==> src/rtl/stage_elastic_buf.sv <==
`default_nettype none
// +--------------------------------------------------------------------------+
// | stage_elastic_buf                                                        |
// | DEPTH-entry elastic valid/ready FIFO between pipeline stages, with a     |
// | synchronous flush. Optional build macro STAGE_ELASTIC_BUF_BYPASS_EN      |
// | enables zero-latency pass-through when empty.                            |
// | Revision: 1.0                                                            |
// +--------------------------------------------------------------------------+
module stage_elastic_buf #(
    parameter int DATA_WIDTH = 32,
    parameter int DEPTH      = 2,
    parameter int CNT_W      = $clog2(DEPTH + 1)
) (
    input  logic                  clk,
    input  logic                  rst,
    input  logic                  flush,
    input  logic                  s_valid,
    output logic                  s_ready,
    input  logic [DATA_WIDTH-1:0] s_data,
    output logic                  m_valid,
    input  logic                  m_ready,
    output logic [DATA_WIDTH-1:0] m_data,
    output logic [CNT_W-1:0]      count
);

    localparam int AW = $clog2(DEPTH);
    localparam int PW = AW + 1;

    generate
        if (DEPTH < 2 || (DEPTH & (DEPTH - 1)) != 0) begin : g_bad_depth
            $error("stage_elastic_buf: DEPTH must be a power of two >= 2");
        end
    endgenerate

    logic [DATA_WIDTH-1:0] mem_q [DEPTH];
    logic [PW-1:0]         wptr_q, wptr_d;
    logic [PW-1:0]         rptr_q, rptr_d;
    logic [PW-1:0]         w_occ;
    logic                  w_empty, w_full, w_push, w_pop, w_pass;

    // Extra pointer MSB distinguishes full from empty when the low bits match.
    assign w_empty = (wptr_q == rptr_q);
    assign w_full  = (wptr_q[AW] != rptr_q[AW]) &&
                     (wptr_q[AW-1:0] == rptr_q[AW-1:0]);
    assign w_occ   = wptr_q - rptr_q;
    assign count   = CNT_W'(w_occ);
    assign s_ready = ~w_full;

`ifdef STAGE_ELASTIC_BUF_BYPASS_EN
    assign w_pass  = w_empty & s_valid & m_ready & ~flush;
    assign m_valid = w_empty ? (s_valid & ~flush) : 1'b1;
    assign m_data  = w_empty ? s_data : mem_q[rptr_q[AW-1:0]];
`else
    assign w_pass  = 1'b0;
    assign m_valid = ~w_empty;
    assign m_data  = mem_q[rptr_q[AW-1:0]];
`endif

    assign w_push = s_valid & s_ready & ~flush & ~w_pass;
    assign w_pop  = ~w_empty & m_ready & ~flush;

    always_comb begin
        wptr_d = wptr_q;
        rptr_d = rptr_q;
        if (flush) begin
            wptr_d = rptr_q;
        end else begin
            if (w_push) wptr_d = wptr_q + PW'(1);
            if (w_pop)  rptr_d = rptr_q + PW'(1);
        end
    end

    always_ff @(posedge clk or negedge rst) begin
        if (!rst) begin
            wptr_q <= '0;
            rptr_q <= '0;
        end else begin
            wptr_q <= wptr_d;
            rptr_q <= rptr_d;
        end
    end

    // Payload storage is deliberately not reset; m_data is don't-care when invalid.
    always_ff @(posedge clk) begin
        if (w_push) mem_q[wptr_q[AW-1:0]] <= s_data;
    end

endmodule
`default_nettype wire

==> config.mk <==
export PLATFORM = sky130hd
export DESIGN_NAME = stage_elastic_buf
export DESIGN_NICKNAME = d
export VERILOG_FILES = /design/src/rtl/stage_elastic_buf.sv
export SDC_FILE = /design/constraint.sdc
export NUM_CORES = 1
export LEC_CHECK = 0
export BUFFER_PORTS_ARGS = -buffer_cell sky130_fd_sc_hd__buf_2
export CAP_MARGIN = 20
export CORE_ASPECT_RATIO = 1.1
export CORE_UTILIZATION = 25
export CTS_BUF_LIST = sky130_fd_sc_hd__clkbuf_4
export CTS_CLUSTER_SIZE = 20
export DETAILED_ROUTE_END_ITERATION = 7
export PLACE_DENSITY = 0.44
export SLEW_MARGIN = 25
export SYNTH_ARGS = -nofsm -noshare
export SYNTH_HDL_FRONTEND = slang
export SYNTH_SLANG_ARGS = --single-unit
==> constraint.sdc <==
create_clock -name clk -period 3.93 [get_ports clk]
set_input_delay 0.5895 -clock clk [delete_from_list [all_inputs] [get_ports clk]]
set_output_delay 0.5895 -clock clk [all_outputs]
set_load 0.1 [all_outputs]
==> summary.txt <==
Run status = finished, final reports clean
Number of remaining DRC errors = 0
Sequential cell area = 0.002022 mm²
Most common cell after layout, fill and taps aside = sky130_fd_sc_hd__buf_2
Cell area after placement = 0.003149 mm²
Cell count after synthesis = 136
Number of synthesized register bits = 68
Min-Delay Startpoint = s_data[20]
Critical R2R Capture = mem_q[1][11]$_DFFE_PP_
RSZ-0062 raised after global routing = no
Critical-path maximum fanout = 23
Skew-Pair Late Insertion Delay = 390 ps
Count of cell types in the netlist = 23
Initial core utilization = 26.09%
Count of maximum capacitance violations = 0
Crit Path Class = reg -> out
Remaining antenna violation count after routing = 0
Final worst clock skew = 15.81 ps
Drt first pass iters = 4
Die H = 109.3 µm
Gp weighted congestion = 0.6617
TritonCTS buffer count = 9
Final critical-path share of the clock period = 71.30%
I/O pin cnt = 73
Per-instance average area after synthesis = 19.25 µm²
Required time at the endpoint of the critical path = 3340 ps
Flop-to-flop setup slack = 1550 ps
Post-cts resize count = 0
Final instance area = 0.003258 mm²
Area of the core region = 0.01003 mm²
Routed Wire Length = 4.851 mm
Width of the die = 99.56 µm
Number of global-route vias before repair = 1484
Wire length per cell = 13.48 µm
End point of the worst hold path = mem_q[1][20]$_DFFE_PP_
Commonest cells after routing, fill and taps aside = sky130_fd_sc_hd__buf_2 (72), sky130_fd_sc_hd__edfxtp_1 (64), sky130_fd_sc_hd__mux2_2 (32), sky130_fd_sc_hd__clkbuf_4 (9), sky130_fd_sc_hd__nand2_1 (5)
Num rows = 38
Total Die Area = 0.01088 mm²
Share of synthesized cell area in full adder, half adder and majority cells = 0.4780%
Cell depth of the worst min-delay path = 1
Register area share after synthesis = 77.25%
Critical Path AT = 2210 ps
Count of cells along the worst register-to-register path = 5
Final max-slew violation count = 0
Multi-input combinational cell area = 561.8 µm²
Total buffers and inverters traversed by the critical path = 2
All-Layer GR Usage = 9.543%
Post-synthesis instance area = 0.002618 mm²
TritonCTS clock tree = done
Post-layout instance count excluding filler cells = 360
Synth Area in Compound Gates = 1.816%
DP Cell Count = 345
Final critical-path required period = 2802 ps
Max clock buf depth = 2
Grt ovf = 0
Proportion of layout cells with a drive suffix above 1 = 56.36%
Count of nets after finishing = 255
Kind of cell adding the most delay to the critical path = flip-flops
Inserted Diodes = 0
Clock tree sinks = 68
Layout filler cell count = 1021
Worst min-delay path category = in -> reg
Largest incremental delay on the critical path = 720 ps
Relative slew slack = 61.69%
Synth Area in XOR/XNOR = 1.291%
Final-report setup violation count = 0
Layout area overhead = 24.47%
Worst path slowest cell = sky130_fd_sc_hd__dfrtp_1
Detailed Route Iter0 Violations = 56
Critical path startpoint category = flip-flop
Final number of hold-violating endpoints = 0
Worst-path cell chain = buf_4, mux2_2, buf_2
Average via count per standard cell = 4.000
Ys Warns = 0
Port Buf Inserts = 72
Highest Clock Rate = 356.9 MHz
Multiplexer area fraction after synthesis = 14.53%
Clock transition at the register clock pins on the worst setup and hold paths after CTS = 120 ps
Startpoint of the most critical register-to-register path = rptr_q[0]$_DFFE_PN0P_
Total via count after detailed routing = 1440
Level count of the clock H-tree = 3
Slew of the pin with the lowest slew margin = 574.6 ps
Main combinational cell family by area after synthesis = multiplexers
Simple-gate share of the synthesized area = 2.964%
Final HPWL DP = 3.109 mm
Synthesized netlist net count = 174
Pin count of the biggest net entering global routing = 33
Wire length of the first global-routing pass = 7.527 mm
Cell chosen for the clock root = sky130_fd_sc_hd__clkbuf_4
Number of antenna violations at the first check in global routing = 0
Utilization of the core after routing = 32.48%
Critical Path Sink Type = output pin
how the worst max path moves through the flow:
stage	depth (start not counted)	to	slack, ps	start
global route	3	m_data[15]	940	rptr_q[0]$_DFFE_PN0P_
CTS	3	m_data[10]	1000	rptr_q[0]$_DFFE_PN0P_
detailed placement	3	m_data[10]	1470	rptr_q[0]$_DFFE_PN0P_
finish	3	m_data[3]	1130	rptr_q[0]$_DFFE_PN0P_
global placement	3	m_data[10]	1520	rptr_q[0]$_DFFE_PN0P_
floorplan	6	mem_q[1][0]$_DFFE_PP_	-510	wptr_q[0]$_DFFE_PN0P_
sequential cells by signal, summed over array words and instances, names as in the netlist:
name,count
mem_q,64
rptr_q,2
wptr_q,2
routing by layer:
| metal | up-vias | GRT usage (%) | part of all wire [%] | wire length [µm] |
|---|---|---|---|---|
| met2 | 44 | 15.08 | 48 | 2305 |
| met3 | 4 | 4.387 | 6.9 | 333 |
| met4 | 0 | 4.412 | 0.78 | 38 |
| li1 | 686 | - | - | - |
| met5 | - | 0 | 0 | 0 |
| met1 | 706 | 11.10 | 45 | 2174 |
Yosys cell counts:
cell type                   n  area [µm²]
sky130_fd_sc_hd__nand3b_1   1       7.510
sky130_fd_sc_hd__xor2_1     1       8.760
sky130_fd_sc_hd__buf_2      5       25.02
sky130_fd_sc_hd__o211ai_2   1       12.51
sky130_fd_sc_hd__inv_1      2       7.510
sky130_fd_sc_hd__mux2_2    32       360.4
sky130_fd_sc_hd__or3_1      1       6.260
sky130_fd_sc_hd__xnor2_1    1       8.760
sky130_fd_sc_hd__o21ai_0    3       15.01
sky130_fd_sc_hd__buf_6      1       11.26
sky130_fd_sc_hd__ha_1       1       12.51
sky130_fd_sc_hd__or4b_1     1       10.01
sky130_fd_sc_hd__nand2b_1   2       12.51
sky130_fd_sc_hd__xnor2_2    1       16.27
sky130_fd_sc_hd__nand3_1    1       5.000
sky130_fd_sc_hd__mux2i_1    2       20.02
sky130_fd_sc_hd__o311a_1    1       10.01
sky130_fd_sc_hd__dfrtp_1    4       100.1
sky130_fd_sc_hd__nor3_1     2       10.01
sky130_fd_sc_hd__nand2_1    5       18.77
sky130_fd_sc_hd__a21oi_1    2       10.01
sky130_fd_sc_hd__edfxtp_1  64        1922
sky130_fd_sc_hd__nor2_1     2       7.510
stage by stage:
| stage | setup slack [ps] | hold slack [ps] | setup TNS (ps) |
|---|---|---|---|
| 2_1_floorplan | -508.2 | 293.9 | -32520 |
| 3_3_place_gp | 1517 | 408.5 | 0 |
| 3_5_place_dp | 1469 | 406.7 | 0 |
| 4_1_cts | 1002 | 340.7 | 0 |
| 5_1_grt | 937.4 | 325.2 | 0 |
| 6_report | 1128 | 378.0 | 0 |
what timing repair did:
item                       in CTS  in global routing
setup endpoints to repair       0                  0
hold buffers                    1                  0
hold endpoints to repair        4                  0
setup buffers                   0                  0
cells by family (layout without fill, tap and decap cells):
family / count (synthesis) / in the layout
mux: 34 / 34
simple gates: 15 / 15
flops: 68 / 68
fa+ha+maj: 1 / 1
buf+inv: 8 / 92
xor+xnor: 3 / 3
compound gates: 7 / 7
layout make-up:
class	instances	share of cell area, %
well taps	140	5.376
flip-flops and latches	68	62.06
clock inverters	5	0.9601
clock buffers	9	2.074
multi-input cells	60	17.24
repair buffers	76	12.06
inverters	2	0.2304
Power is not shown: default switching activity piles up to over one toggle a cycle in this logic, so the estimate is an artifact.
